### src/rtl/crc_pkg.sv
// ---------------------------------------------------------------------------
// crc_pkg
// Shared definitions for the streaming CRC engine.
//   crc_preset_t   : bundle of width/poly/init/xorout/residue for a CRC flavour
//   CRC16_ARC      : reflected 0xA001, init 0, no output XOR
//   CRC16_MODBUS   : as ARC but init 0xFFFF
//   CRC32          : reflected 0xEDB88320, init/xorout all-ones, residue 0xDEBB20E3
//   crc_byte()     : one reflected byte step (8 right-shift/XOR iterations)
// ---------------------------------------------------------------------------
package crc_pkg;

  typedef struct packed {
    logic [5:0]  width;
    logic [31:0] poly;
    logic [31:0] init;
    logic [31:0] xorout;
    logic [31:0] residue;
  } crc_preset_t;

  localparam crc_preset_t CRC16_ARC = '{width: 6'd16, poly: 32'h0000_A001,
                                        init: 32'h0000_0000, xorout: 32'h0000_0000,
                                        residue: 32'h0000_0000};

  localparam crc_preset_t CRC16_MODBUS = '{width: 6'd16, poly: 32'h0000_A001,
                                           init: 32'h0000_FFFF, xorout: 32'h0000_0000,
                                           residue: 32'h0000_0000};

  localparam crc_preset_t CRC32 = '{width: 6'd32, poly: 32'hEDB8_8320,
                                    init: 32'hFFFF_FFFF, xorout: 32'hFFFF_FFFF,
                                    residue: 32'hDEBB_20E3};

  // The register is kept LSB-aligned in a 32-bit container; the mask keeps any
  // bits above the CRC width clear so narrower CRCs never pick up stray ones.
  function automatic logic [31:0] crc_byte(input logic [31:0] crc,
                                           input logic [7:0]  data,
                                           input logic [31:0] poly,
                                           input int unsigned width);
    logic [31:0] c;
    logic [31:0] mask;
    mask = (width >= 32) ? 32'hFFFF_FFFF : ((32'd1 << width) - 32'd1);
    c    = crc ^ {24'd0, data};
    for (int k = 0; k < 8; k++) begin
      c = c[0] ? ((c >> 1) ^ poly) : (c >> 1);
    end
    return c & mask;
  endfunction

endpackage

### src/rtl/crc_stream_if.sv
// ---------------------------------------------------------------------------
// crc_stream_if
// Beat input and result output channels of the CRC engine.
//   inValid/inReady/inData/inLast/inKeep : framed byte stream, valid/ready
//   outValid/outReady/outCrc/outLen/outOk : one-entry result channel
// Modports: master = stream producer / result consumer, slave = CRC engine.
// ---------------------------------------------------------------------------
interface crc_stream_if #(
  parameter int CRC_W  = 16,
  parameter int DATA_W = 8,
  parameter int LEN_W  = 16
);

  logic                  inValid;
  logic                  inReady;
  logic [DATA_W-1:0]     inData;
  logic                  inLast;
  logic [DATA_W/8-1:0]   inKeep;

  logic                  outValid;
  logic                  outReady;
  logic [CRC_W-1:0]      outCrc;
  logic [LEN_W-1:0]      outLen;
  logic                  outOk;

  modport master (
    output inValid, inData, inLast, inKeep, outReady,
    input  inReady, outValid, outCrc, outLen, outOk
  );

  modport slave (
    input  inValid, inData, inLast, inKeep, outReady,
    output inReady, outValid, outCrc, outLen, outOk
  );

endinterface

### src/rtl/crc_fold.sv
// ---------------------------------------------------------------------------
// crc_fold
// Combinational fold of one beat into the CRC register.
//   i_crc   : register value before the beat
//   i_data  : beat data, byte 0 in bits [7:0] is folded first
//   i_mask  : per-byte enable; disabled bytes are skipped entirely
//   o_crc   : register value after all enabled bytes
//   o_count : number of bytes folded
// ---------------------------------------------------------------------------
module crc_fold
  import crc_pkg::*;
#(
  parameter  int               CRC_W  = 16,
  parameter  logic [CRC_W-1:0] POLY   = CRC_W'(CRC16_ARC.poly),
  parameter  int               DATA_W = 8,
  localparam int               BYTES  = DATA_W / 8,
  localparam int               CNT_W  = $clog2(BYTES + 1)
) (
  input  logic [CRC_W-1:0]  i_crc,
  input  logic [DATA_W-1:0] i_data,
  input  logic [BYTES-1:0]  i_mask,
  output logic [CRC_W-1:0]  o_crc,
  output logic [CNT_W-1:0]  o_count
);

  // Byte steps are chained in ascending byte order so a whole beat folds in
  // one cycle; skipped bytes simply pass the running value through.
  always_comb begin
    logic [31:0] c;
    c       = 32'(i_crc);
    o_count = '0;
    for (int i = 0; i < BYTES; i++) begin
      if (i_mask[i]) begin
        c       = crc_byte(c, i_data[8*i +: 8], 32'(POLY), CRC_W);
        o_count = o_count + CNT_W'(1);
      end
    end
    o_crc = CRC_W'(c);
  end

endmodule

### src/rtl/crc_stream.sv
// ---------------------------------------------------------------------------
// crc_stream
// Streaming reflected CRC engine with a one-entry result register.
//   clk   : clock
//   rst_n : asynchronous active-low reset
//   clear : synchronous abort of the frame in progress and any pending result
//   bus   : crc_stream_if.slave (beat input channel and result channel)
// A frame's result appears the cycle after its last beat is accepted and is
// held until consumed; the next frame may start on the consuming edge.
// ---------------------------------------------------------------------------
module crc_stream
  import crc_pkg::*;
#(
  parameter int               CRC_W   = 16,
  parameter logic [CRC_W-1:0] POLY    = CRC_W'(CRC16_ARC.poly),
  parameter logic [CRC_W-1:0] INIT    = CRC_W'(CRC16_ARC.init),
  parameter logic [CRC_W-1:0] XOROUT  = CRC_W'(CRC16_ARC.xorout),
  parameter logic [CRC_W-1:0] RESIDUE = CRC_W'(CRC16_ARC.residue),
  parameter int               DATA_W  = 8,
  parameter int               LEN_W   = 16
) (
  input logic          clk,
  input logic          rst_n,
  input logic          clear,
  crc_stream_if.slave  bus
);

  localparam int BYTES = DATA_W / 8;
  localparam int CNT_W = $clog2(BYTES + 1);

  logic [CRC_W-1:0] r_crcReg;
  logic [LEN_W-1:0] r_lenCnt;
  logic             r_outValid;
  logic [CRC_W-1:0] r_outCrc;
  logic [LEN_W-1:0] r_outLen;
  logic             r_outOk;

  logic             w_accept;
  logic [BYTES-1:0] w_mask;
  logic [CRC_W-1:0] w_nextCrc;
  logic [CNT_W-1:0] w_count;
  logic [LEN_W:0]   w_lenSum;
  logic [LEN_W-1:0] w_nextLen;

  // Ready only looks at the result slot and clear, never at inValid, so the
  // upstream side can't form a combinational loop through this block.
  assign bus.inReady = !(r_outValid && !bus.outReady) && !clear;
  assign w_accept    = bus.inValid && bus.inReady;

  // Keep bits only matter on the final beat; earlier beats are always full.
  assign w_mask = bus.inLast ? bus.inKeep : {BYTES{1'b1}};

  crc_fold #(
    .CRC_W  (CRC_W),
    .POLY   (POLY),
    .DATA_W (DATA_W)
  ) u_fold (
    .i_crc   (r_crcReg),
    .i_data  (bus.inData),
    .i_mask  (w_mask),
    .o_crc   (w_nextCrc),
    .o_count (w_count)
  );

  // One extra carry bit detects overflow so the length sticks at all-ones.
  assign w_lenSum  = {1'b0, r_lenCnt} + (LEN_W+1)'(w_count);
  assign w_nextLen = w_lenSum[LEN_W] ? {LEN_W{1'b1}} : w_lenSum[LEN_W-1:0];

  // Running accumulator: advances on every accepted beat and restarts from
  // INIT after the last beat so back-to-back frames need no idle cycle.
  always_ff @(posedge clk or negedge rst_n) begin
    if (!rst_n) begin
      r_crcReg <= INIT;
      r_lenCnt <= '0;
    end else if (clear) begin
      r_crcReg <= INIT;
      r_lenCnt <= '0;
    end else if (w_accept) begin
      if (bus.inLast) begin
        r_crcReg <= INIT;
        r_lenCnt <= '0;
      end else begin
        r_crcReg <= w_nextCrc;
        r_lenCnt <= w_nextLen;
      end
    end
  end

  // Result slot: a newly completed frame wins over consumption of the old one
  // on the same edge; otherwise the slot empties when the consumer takes it.
  always_ff @(posedge clk or negedge rst_n) begin
    if (!rst_n) begin
      r_outValid <= 1'b0;
      r_outCrc   <= '0;
      r_outLen   <= '0;
      r_outOk    <= 1'b0;
    end else if (clear) begin
      r_outValid <= 1'b0;
    end else if (w_accept && bus.inLast) begin
      r_outValid <= 1'b1;
      r_outCrc   <= w_nextCrc ^ XOROUT;
      r_outLen   <= w_nextLen;
      r_outOk    <= (w_nextCrc == RESIDUE);
    end else if (r_outValid && bus.outReady) begin
      r_outValid <= 1'b0;
    end
  end

  assign bus.outValid = r_outValid;
  assign bus.outCrc   = r_outCrc;
  assign bus.outLen   = r_outLen;
  assign bus.outOk    = r_outOk;

endmodule

### src/flat_wrapper.sv
// flat-port wrapper written by rule: the top's interface ports become plain ports
module crc_stream_flat import crc_pkg::*;
#(
  parameter int               CRC_W   = 16,
  parameter logic [CRC_W-1:0] POLY    = CRC_W'(CRC16_ARC.poly),
  parameter logic [CRC_W-1:0] INIT    = CRC_W'(CRC16_ARC.init),
  parameter logic [CRC_W-1:0] XOROUT  = CRC_W'(CRC16_ARC.xorout),
  parameter logic [CRC_W-1:0] RESIDUE = CRC_W'(CRC16_ARC.residue),
  parameter int               DATA_W  = 8,
  parameter int               LEN_W   = 16
)
  (clk, rst_n, clear, bus_inValid, bus_inData, bus_inLast, bus_inKeep, bus_outReady, bus_inReady, bus_outValid, bus_outCrc, bus_outLen, bus_outOk);
  crc_stream_if #(.CRC_W(CRC_W), .DATA_W(DATA_W), .LEN_W(LEN_W)) bus_i ();
  input logic clk;
  input logic rst_n;
  input logic clear;
  input wire logic [$bits(bus_i.inValid)-1:0] bus_inValid;
  input wire logic [$bits(bus_i.inData)-1:0] bus_inData;
  input wire logic [$bits(bus_i.inLast)-1:0] bus_inLast;
  input wire logic [$bits(bus_i.inKeep)-1:0] bus_inKeep;
  input wire logic [$bits(bus_i.outReady)-1:0] bus_outReady;
  output wire logic [$bits(bus_i.inReady)-1:0] bus_inReady;
  output wire logic [$bits(bus_i.outValid)-1:0] bus_outValid;
  output wire logic [$bits(bus_i.outCrc)-1:0] bus_outCrc;
  output wire logic [$bits(bus_i.outLen)-1:0] bus_outLen;
  output wire logic [$bits(bus_i.outOk)-1:0] bus_outOk;
  assign bus_i.inValid = bus_inValid;
  assign bus_i.inData = bus_inData;
  assign bus_i.inLast = bus_inLast;
  assign bus_i.inKeep = bus_inKeep;
  assign bus_i.outReady = bus_outReady;
  assign bus_inReady = bus_i.inReady;
  assign bus_outValid = bus_i.outValid;
  assign bus_outCrc = bus_i.outCrc;
  assign bus_outLen = bus_i.outLen;
  assign bus_outOk = bus_i.outOk;
  crc_stream #(.CRC_W(CRC_W), .POLY(POLY), .INIT(INIT), .XOROUT(XOROUT), .RESIDUE(RESIDUE), .DATA_W(DATA_W), .LEN_W(LEN_W)) u_core (.clk(clk), .rst_n(rst_n), .clear(clear), .bus(bus_i));
endmodule
### config.mk
export PLATFORM = sky130hd
export DESIGN_NAME = crc_stream_flat
export DESIGN_NICKNAME = d
export VERILOG_FILES = /design/src/rtl/crc_pkg.sv /design/src/rtl/crc_stream_if.sv /design/src/rtl/crc_fold.sv /design/src/rtl/crc_stream.sv /design/src/flat_wrapper.sv
export SDC_FILE = /design/constraint.sdc
export NUM_CORES = 1
export LEC_CHECK = 0
export BUFFER_PORTS_ARGS = -buffer_cell sky130_fd_sc_hd__buf_2
export CAP_MARGIN = 20
export CORE_ASPECT_RATIO = 2
export CORE_MARGIN = 2
export CORE_UTILIZATION = 51
export CTS_CLUSTER_DIAMETER = 200
export DETAILED_ROUTE_END_ITERATION = 12
export PLACE_DENSITY = 0.75
export REMOVE_ABC_BUFFERS = 1
export SETUP_SLACK_MARGIN = 0.2
export SLEW_MARGIN = 25
export SYNTH_ARGS = -nofsm -noshare
export SYNTH_HDL_FRONTEND = slang
export SYNTH_SLANG_ARGS = --single-unit
### constraint.sdc
create_clock -name clk -period 2.2 [get_ports clk]
set_input_delay 0.33 -clock clk [delete_from_list [all_inputs] [get_ports clk]]
set_output_delay 0.33 -clock clk [all_outputs]
set_load 0.01 [all_outputs]
==> metrics.md, run 1 <==
| Metric | Value |
|---|---|
| Placed wire-length estimate | between 5000 and 6000 um |
| Least-Margin Pin Slew | 0.5401 ns |
| Psw | 927.1 uW |
| Row cnt | 42 |
| Port buffer count | slightly below 50 |
| Final setup viols | 0 |
| Simple-Gate Fraction of Synth Area | 0.1737 |
| FF+latch count, synth | 66 |
| Via Count | a little under 3000 |
| Max clock buf depth | 2 |
| Fmax | 476.2 MHz |
| Combinational Power Share | 0.192 |
| Post-route non-filler standard cell count | roughly 530 |
| Share of cells above drive strength 1 | 0.2676 |
| Dominant synthesized flop cell | dfrtp_1 |
| GP Congestion | about 0.88 |
| Hold Startpoint | clear |
| First-pass GRT wire length | between 10000 and 15000 um |
| Die area | roughly 7300 sq um |
| Gr ovfl total | 0 |
| CTS tree | done |
| Final period util | 0.9546 |
| Die width | 61.50 um |
| Sw Ratio | 0.2787 |
| Final WS setup | 0.09994 ns |
| Diode count | 0 |
| Worst Path Max Fanout | 3 |
| Final nets | between 400 and 500 |
| Mean post-synth cell area | about 9.2 sq um |
| DRT Pass-1 Iters | 5 |
| R2R Path Start | u_core.r_crcReg[4] |
| Xor/xnor share of the synthesized area | 0.1046 |
| Placed cells | 509 |
| Status | finished clean |
| ANT nets after route | 0 |
| EDFF count, synth | 0 |
| Crit path from | u_core.r_crcReg[4] |
| Clock buffers created by TritonCTS | 9 |
| Count of cell types in the netlist | between 40 and 50 |
| Mux share of post-synthesis cell area | 0.02412 |
| Setup crit start kind | flop |
| Die Y | between 100 and 150 um |
| Endpoints failing hold | 0 |
| Hold WC Path Type | in -> reg |
| Source-to-sink clock delay at the later pin of the worst-skew pair | between 0.3 and 0.4 ns |
| Setup TNS | 0 ns |
| Largest net degree at the start of global routing | 46 |
| Synth Area in Compound Gates | 0.1659 |
| CP Class | reg -> reg |
| Setup crit end kind | flop |
| Synthesized area | between 3000 and 4000 sq um |
| DP Worst Slack | -0.09887 ns |
| Pleak | 2.003 nW |
| R2R depth | 6 |
| Clock power frac | 0.388 |
| Total track usage | 0.2333 |
| Post-synthesis sequential area ratio | 0.4898 |
| Hold Path Depth | 2 |
| RSZ-0062 raised after global routing | yes |
| Drt via density | 5.522 |
| Syn Inst Count | roughly 370 |
| Vias in the first global route | around 2700 |
| Asr flop ratio synth | 1.000 |
| Clock slew at reported path FFs | approximately 0.05 ns |
| Yosys Warn Count | 0 |
| Adder and majority cell fraction of the synthesized area | 0.007421 |
| Max Clock Skew | ~0.003 ns |
| Worst Hold Margin | between 0.2 and 0.25 ns |
| Peak supply drop | roughly 0.7 mV |
| Slew margin rel. | 0.6399 |
| Post-Route WL | 7855 um |
| Core outline area | roughly 6500 sq um |
| Cell internal pwr | roughly 2.4 mW |
| Area Overhead vs Synth | 24.64% |
| Starting DRT DRC Count | 203 |
| Max-slew violations | 0 |
| Worst EP required | 2.47 ns |
| Flop pwr share | 0.419 |
| Sink Count | 66 |
| WL per Instance | 14.85 um |
| FF-to-FF setup slack | ~0.10 ns |
| Final min period | 2.100 ns |
| # DRC | 0 |
| Worst endpoint data arrival time | approximately 2.4 ns |
| Main combinational cell family by area after synthesis | simple AND/OR/NAND/NOR gates |
| Antenna violations before repair | 0 |
| Max-cap violations | 0 |
| Pwr dens | roughly 800 nW/um^2 |
| Initial core utilization | 0.5175 |
| H-tree depth | 3 |
| IO Count | 50 |
| Clock root buffer | clkbuf_16 |
[metrics by stage]
stage               area (sq um)  power (mW)    util
floorplan                   3293       1.793       -
global placement            3852       2.023  0.5912
detailed placement          3852       2.042  0.5912
CTS                         4159       3.342  0.6382
global route                4203       3.477  0.6450
finish                      4203       3.326  0.6450
[final timing paths]
| path | end |
|---|---|
| min | u_core.bus.outValid |
| max reg2reg | u_core.bus.outOk |
| min in group asynchronous | u_core.r_lenCnt[7] |
| max | u_core.bus.outOk |
| min reg2reg | u_core.bus.outLen[6] |
| max in group asynchronous | u_core.bus.outCrc[7] |
[timing repair]
item / in CTS / in global routing
hold buffers: 1 / 0
setup buffers: 2 / 1
endpoints found under the setup margin: 2 / 29
cloned: 0 / 0
endpoints found under the hold margin: 21 / 0
gates resized for setup: 2 / 14
pin swaps: 2 / 3
[cell type report]
type | instances | area (sq um)
clock buffer | 10 | 239.0
clock inverter | 6 | 32.53
fill | 565 | 2313
inverter | 10 | 37.54
multi-input combinational | 271 | 1653
sequential | 66 | 1653
tap | 88 | 110.1
timing repair buffer | 78 | 478.0
[synthesized netlist by cell type (all sizes together), types with 2 or more instances]
cell / n / area share
nand2b: 2 / 0.0037
and2: 3 / 0.0056
a22o: 9 / 0.024
clkbuf: 17 / 0.019
buf: 3 / 0.0041
a21oi: 18 / 0.027
xnor2: 24 / 0.076
xor2: 4 / 0.015
and3: 3 / 0.0056
o31ai: 2 / 0.0045
nand2: 60 / 0.067
o21ai: 59 / 0.088
nand4: 2 / 0.0037
nand3: 9 / 0.013
nor3: 7 / 0.012
mux2i: 7 / 0.021
dfrtp: 66 / 0.49
and4: 2 / 0.0052
nor2b: 3 / 0.0056
inv: 10 / 0.011
or3: 2 / 0.0037
ha: 2 / 0.0074
a31oi: 6 / 0.011
nor2: 34 / 0.038
[flip-flops by register name, indices dropped and copies added (netlist names)]
| signal | count |
|---|---|
| u_core.bus.outCrc | 16 |
| u_core.bus.outLen | 16 |
| u_core.bus.outOk | 1 |
| u_core.bus.outValid | 1 |
| u_core.r_crcReg | 16 |
| u_core.r_lenCnt | 16 |
[cell families after synthesis]
group                      Yosys count
AOI/OAI and AO/OA                   99
and+or+nand+nor                    132
DFF                                 66
adders and majority gates            2
muxes                                8
xor gates and xnor gates            30
buffers and inverters               30
[layer usage]
layer  GRT usage  wire length [um]  vias up
met5           0                 0        -
met4     0.08644               143        0
met3     0.05429               385       12
met2      0.3513              3972       90
met1      0.3232              3355     1426
li1            -                 -     1393
[critical path, cell delays in order (launching register included)]
cell and delay, ns:
dfrtp_1 0.41, xor2_2 0.17, xnor3_1 0.42, xor3_2 0.45, xnor2_2 0.18, o31ai_2 0.22
a31o_1 0.18
[power by group through the flow]
stage / combinational, mW / clock, mW / sequential (mW)
CTS: 0.643 / 1.30 / 1.40
global placement: 0.613 / 0 / 1.41
floorplan: 0.335 / 0 / 1.46
finish: 0.639 / 1.29 / 1.39
global route: 0.709 / 1.36 / 1.41
detailed placement: 0.626 / 0 / 1.42
[layout by cell type (no fill, tap or decap), types with 5 or more instances in the layout]
cell type and instances:
mux2i_1 6, inv_1 9, clkbuf_16 9, a21oi_1 17, o21ai_1 7, o21ai_0 52
xnor2_2 6, a31oi_1 6, nor2_1 34, nor3_1 5, buf_2 49, buf_4 27
nand2_1 60, xnor2_1 18, dfrtp_1 65, clkinv_2 5, a22o_1 8, nand3_1 7
Power figures use the tool's default switching activity.
==> run 2, diff against run 1 <==
- BUFFER_PORTS_ARGS: -buffer_cell sky130_fd_sc_hd__buf_2 -> -buffer_cell sky130_fd_sc_hd__buf_4
==> metrics.md, run 2 (synthesis gave the netlist of run 1 again) <==
| Metric | Value |
|---|---|
| Status | finished clean |
| Worst EP required | 2.47 ns (about the same) |
| Placed cells | 509 (unchanged) |
| Gr ovfl total | 0 (unchanged) |
| Sw Ratio | 0.2734 (-0.005289) |
| Combinational Power Share | 0.213 (+0.021) |
| ANT nets after route | 0 (unchanged) |
| Worst Hold Margin | 0.09627 ns (-0.1423 ns) |
| Max clock buf depth | 2 (unchanged) |
| Fillers | 562 (-0.53%) |
| DRT Pass-1 Iters | 4 (-1) |
| Pwr dens | 775.8 nW/um^2 (-2.0%) |
| Die Y | 119.0 um (unchanged) |
| R2R Path Start | u_core.r_crcReg[5] |
| Row cnt | 42 (unchanged) |
| Diode count | 0 (unchanged) |
| Clock slew at reported path FFs | 0.05 ns (about the same) |
| # DRC | 0 (unchanged) |
| Psw | 915.2 uW (-1.3%) |
| Hold WC Path Type | in -> async |
| RSZ-0062 raised after global routing | yes |
| Most frequent cells in the layout | buf_4, dfrtp_1, nand2_1, o21ai_0, nor2_1 |
| GP Congestion | 0.8672 (-1.4%) |
| CTS tree | done |
| Worst endpoint data arrival time | 2.31 ns (-0.06 ns) |
| Clock power frac | 0.367 (-0.021) |
| Area Overhead vs Synth | 27.94% |
| Cell internal pwr | 2.432 mW (+1.4%) |
| Slew margin rel. | 0.4580 (-0.1819) |
| Crit path cell chain | xnor2_2 -> xor2_2 -> xor3_2 -> xnor2_2 -> o31ai_2 -> a31o_1 |
| Max-slew violations | 0 (unchanged) |
| Critical path depth | 6 (unchanged) |
| WL per Instance | 14.95 um (+0.71%) |
| Via Count | 2859 (-2.1%) |
| Post-Route WL | 7896 um (+0.52%) |
| Share of cells above drive strength 1 | 0.2614 (-0.006210) |
| Max-cap violations | 0 (unchanged) |
| Final nets | 453 (unchanged) |
| CP max stage delay | 0.53 ns (+0.08 ns) |
| Final setup viols | 0 (unchanged) |
| R2R depth | 6 (unchanged) |
| Final min period | 2.042 ns (-0.05801 ns) |
| Crit path from | u_core.r_crcReg[5] |
| IO Count | 50 (unchanged) |
| Pleak | 2.040 nW (+1.8%) |
| Worst path bufs/invs | 0 (unchanged) |
| Largest net degree at the start of global routing | 67 (+46%) |
| Setup crit end kind | flop |
| Starting DRT DRC Count | 169 (-17%) |
| Post-route non-filler standard cell count | 528 (-0.19%) |
| Register Area | 1653 sq um (unchanged) |
| Clock root buffer | clkbuf_16 |
| # hold bufs at CTS | 0 (-1) |
| Max Clock Skew | 0.006617 ns (+0.003670 ns) |
| CP Class | reg -> reg |
| Vias in the first global route | 2917 (+7.7%) |
| Total track usage | 0.2416 (+0.008273) |
| Drt via density | 5.415 (-1.9%) |
| Core outline area | 6516 sq um (unchanged) |
| Port buffer count | 49 (unchanged) |
| Die width | 61.50 um (unchanged) |
| Area of the multi-input gates | 1668 sq um (+0.91%) |
| Critical-path top delay cell | xor3_2 |
| Most common cell after layout, fill and taps aside | buf_4 |
| Peak supply drop | 0.7664 mV (+6.6%) |
| Clock buffers created by TritonCTS | 9 (unchanged) |
| Initial core utilization | 0.5175 (unchanged) |
| Placed wire-length estimate | 5487 um (+5.2%) |
| CP most frequent cell | xnor2_2 |
| Fmax | 489.7 MHz (+2.8%) |
| First-pass GRT wire length | 13450 um (+5.3%) |
| Endpoints failing hold | 0 (unchanged) |
| Setup crit start kind | flop |
| Antenna violations before repair | 0 (unchanged) |
| H-tree depth | 3 (unchanged) |
| Crit path max-delay family | XOR/XNOR gates |
| Die area | 7317 sq um (unchanged) |
| Sink Count | 66 (unchanged) |
| Source-to-sink clock delay at the later pin of the worst-skew pair | 0.33 ns (about the same) |
| Worst Path Max Fanout | 4 (+1) |
| Final period util | 0.9282 (-0.02637) |
| Least-Margin Pin Slew | 0.8130 ns (+0.2729 ns) |
| Flop pwr share | 0.420 (about the same) |
## run 2: layout make-up
class | count | area share
sequential | 66 | 0.3831
multi-input combinational | 271 | 0.3866
timing repair buffer | 78 | 0.1375
clock inverter | 4 | 0.004640
tap | 88 | 0.02552
clock buffer | 11 | 0.05394
inverter | 10 | 0.008701
## run 2: metal layers
layer | GRT usage | vias up | part of all wire
met4 | 0.1077 | 0 | 0.026
met1 | 0.3140 | 1380 | 0.42
li1 | - | 1383 | -
met3 | 0.05429 | 16 | 0.050
met5 | 0 | - | 0
met2 | 0.3743 | 80 | 0.50
## run 2: power groups by stage
stage / Clock, mW / Sequential [mW] / Combinational, mW
CTS: 1.26 / 1.41 / 0.693
detailed placement: 0 / 1.42 / 0.682
global placement: 0 / 1.42 / 0.667
global route: 1.31 / 1.42 / 0.780
finish: 1.23 / 1.41 / 0.713
floorplan: 0 / 1.46 / 0.335
## run 2: path summary, 6_finish.rpt
kind	endpoint	slack [ns]
min reg2reg	u_core.bus.outLen[6]	0.46
max	u_core.bus.outOk	0.16
min in group clk	u_core.bus.outValid	0.22
max reg2reg	u_core.bus.outOk	0.16
max in group asynchronous	u_core.r_crcReg[5]	1.53
min	u_core.bus.outLen[8]	0.1
## run 2: timing repair
action | CTS | global route
setup endpoints to repair | 9 | 37
buffers inserted | 2 | 2
gates resized for setup | 2 | 18
pin swaps | 3 | 3
## run 2: per-stage QoR
stage / utilization / total power, mW / worst slack [ns] / instance area [sq um] / TNS, ns
6_report: 0.6621 / 3.347 / 0.1579 / 4314 / 0
5_1_grt: 0.6621 / 3.513 / 0.05774 / 4314 / 0
4_1_cts: 0.6500 / 3.364 / 0.1115 / 4235 / 0
3_5_place_dp: 0.6081 / 2.107 / -0.1602 / 3963 / -2.726
3_3_place_gp: 0.6081 / 2.084 / -0.02146 / 3963 / -0.1034
2_1_floorplan: - / 1.793 / -0.7154 / 3293 / -20.89
==> run 3, diff against run 2 <==
- clock period: 2.2 -> 1.7 ns (I/O delays scaled with it)
==> metrics.md, run 3 (synthesis gave the netlist of run 1 again) <==
| Metric | Value |
|---|---|
| Status | finished with violations |
| Violated checks | negative setup slack |
| CP Class | reg -> reg |
| Finished Core Util | 0.7704 (+0.1083) |
| WL per Instance | 17.50 um (+17%) |
| R2R Path Start | u_core.r_lenCnt[0] |
| Post-Route WL | 9993 um (+27%) |
| Max clock buf depth | 2 (unchanged) |
| Endpoints failing hold | 0 (unchanged) |
| Sink Count | 66 (unchanged) |
| Drt via density | 5.722 (+5.7%) |
| Setup TNS | -7.948 ns (-7.948 ns) |
| R2R Path End | u_core.r_lenCnt[15] |
| Antenna violations before repair | 0 (unchanged) |
| Final min period | 1.977 ns (-0.06536 ns) |
| Die Y | 119.0 um (unchanged) |
| Starting DRT DRC Count | 220 (+30%) |
| CP max stage delay | 0.42 ns (-0.11 ns) |
| Die width | 61.50 um (unchanged) |
| Initial core utilization | 0.5175 (unchanged) |
| Most common cell after layout, fill and taps aside | buf_4 |
| Peak supply drop | 0.8797 mV (+15%) |
| IO Count | 50 (unchanged) |
| RSZ-0062 raised after global routing | yes |
| Max-cap violations | 0 (unchanged) |
| Core outline area | 6516 sq um (unchanged) |
| # DRC | 0 (unchanged) |
| CTS tree | done |
| Post-place instance area | 4223 sq um (+6.6%) |
| Fillers | 444 (-21%) |
| Worst Path Max Fanout | 4 (unchanged) |
| Least-Margin Pin Slew | 0.3976 ns (-0.4154 ns) |
| FF-to-FF setup slack | -0.28 ns (-0.43 ns) |
| Hold endpoint | u_core.bus.outValid |
| Row cnt | 42 (unchanged) |
| Pleak | 2.378 nW (+17%) |
| CP most frequent cell | buf_4 |
| Most frequent cells in the layout | buf_4, dfrtp_1, nand2_1, nor2_1, o21ai_0 |
| Hold Path Depth | 2 |
| Clock slew at reported path FFs | 0.05 ns (about the same) |
| Share of cells above drive strength 1 | 0.4224 (+0.1610) |
| Diode count | 0 (unchanged) |
| Hold Startpoint | clear |
| Hold WC Path Type | in -> reg |
| Max Clock Skew | 0.007265 ns (+0.0006479 ns) |
| Fmax | 505.9 MHz (+3.3%) |
| Worst EP required | 1.91 ns (-0.56 ns) |
| Design Area, Final | 5020 sq um (+16%) |
| Worst endpoint data arrival time | 2.19 ns (-0.12 ns) |
| GP Congestion | 0.8558 (-1.3%) |
| ANT nets after route | 0 (unchanged) |
| H-tree depth | 3 (unchanged) |
| First-pass GRT wire length | 15320 um (+14%) |
| Max-slew violations | 0 (unchanged) |
| Placed wire-length estimate | 5815 um (+6.0%) |
| Setup crit end kind | flop |
| Die area | 7317 sq um (unchanged) |
| Via Count | 3267 (+14%) |
| Clock buffers created by TritonCTS | 9 (unchanged) |
| Clock root buffer | clkbuf_16 |
| Vias in the first global route | 3284 (+13%) |
| Final nets | 498 (+9.9%) |
| Final setup viols | 39 (+39) |
| Gr ovfl total | 0 (unchanged) |
| Source-to-sink clock delay at the later pin of the worst-skew pair | 0.34 ns (about the same) |
| R2R depth | 9 (+3) |
| Largest net degree at the start of global routing | 39 (-42%) |
| Crit path cell chain | ha_4 -> buf_4 -> nand3_2 -> or2_4 -> buf_4 -> nor4_1 -> nor2_1 -> o21ai_0 -> o21ai_1 |
| Total track usage | 0.2798 (+0.03823) |
| Slew margin rel. | 0.7349 (+0.2769) |
| Pwr dens | 909.0 nW/um^2 (+17%) |
| Final WS setup | -0.2767 ns (-0.4346 ns) |
| Critical-path top delay cell | dfrtp_1 |
| DRT Pass-1 Iters | 5 (+1) |
| Area Overhead vs Synth | 48.87% |
| Port buffer count | 49 (unchanged) |
| Final period util | 1.163 (+0.2346) |
| Setup crit start kind | flop |
run 3: changes by cell type in the layout (fill, tap and decap cells not counted), sizes merged:
cell,change
clkbuf,+1
dlygate4sd3,+1
buf,+44
clkinv,-3
run 3: worst max-delay path by stage:
stage | startpoint | to | slack [ns] | cells after the start
2_1_floorplan | bus_inLast | u_core.bus.outLen[15] | -1.14 | 10
3_3_place_gp | bus_inLast | u_core.bus.outLen[14] | -0.49 | 12
3_5_place_dp | bus_inLast | u_core.bus.outLen[0] | -0.57 | 12
4_1_cts | u_core.r_crcReg[5] | u_core.r_crcReg[15] | -0.26 | 6
5_1_grt | u_core.r_lenCnt[0] | u_core.r_lenCnt[4] | -0.37 | 10
6_report | u_core.r_lenCnt[0] | u_core.r_lenCnt[15] | -0.28 | 9
run 3: worst max-delay path: cells and delay by family (launching register included):
family	cells	cell delay [ns]
and+or+nand+nor	4	0.74
adders and majority gates	1	0.18
AOI/OAI and AO/OA	2	0.26
DFF	1	0.42
buffers and inverters	2	0.25
run 3: where the power goes:
group / switching (mW) / internal [mW]
logic: 0.550 / 0.623
registers: 0.112 / 1.72
clock network: 0.601 / 0.956
total: 1.26 / 3.30
run 3: metal layers:
layer	up-vias	global-route usage	wire (um)
met5	-	0	0
met4	0	0.1316	306
met3	30	0.07383	578
met2	154	0.4461	5344
met1	1601	0.3389	3764
li1	1482	-	-
run 3: timing repair:
action | in CTS | in global routing
setup endpoints to repair | 50 | 54
buffers inserted | 6 | 12
pin swaps | 29 | 18
gates resized for setup | 85 | 39
hold buffers | 1 | 0
gates cloned | 1 | 1
endpoints found under the hold margin | 29 | 0
run 3: final cells by class:
type / count / area, sq um / area share
clock inverter: 1 / 5.005 / 0.0009970
multi-input combinational: 271 / 1948 / 0.3881
clock buffer: 12 / 236.5 / 0.04711
timing repair buffer: 123 / 1031 / 0.2054
tap: 88 / 110.1 / 0.02193
inverter: 10 / 37.54 / 0.007478
sequential: 66 / 1652 / 0.3290
run 3: through the flow:
| stage | worst slack (ns) | cells | power, mW | hold WS (ns) |
|---|---|---|---|---|
| floorplan | -1.140 | 347 | 2.320 | -0.04059 |
| global placement | -0.4945 | 537 | 2.811 | 0.2034 |
| detailed placement | -0.5684 | 537 | 2.849 | 0.2075 |
| CTS | -0.2641 | 558 | 4.466 | 0.1509 |
| global route | -0.3673 | 571 | 4.754 | 0.1847 |
| finish | -0.2767 | 571 | 4.563 | 0.1616 |
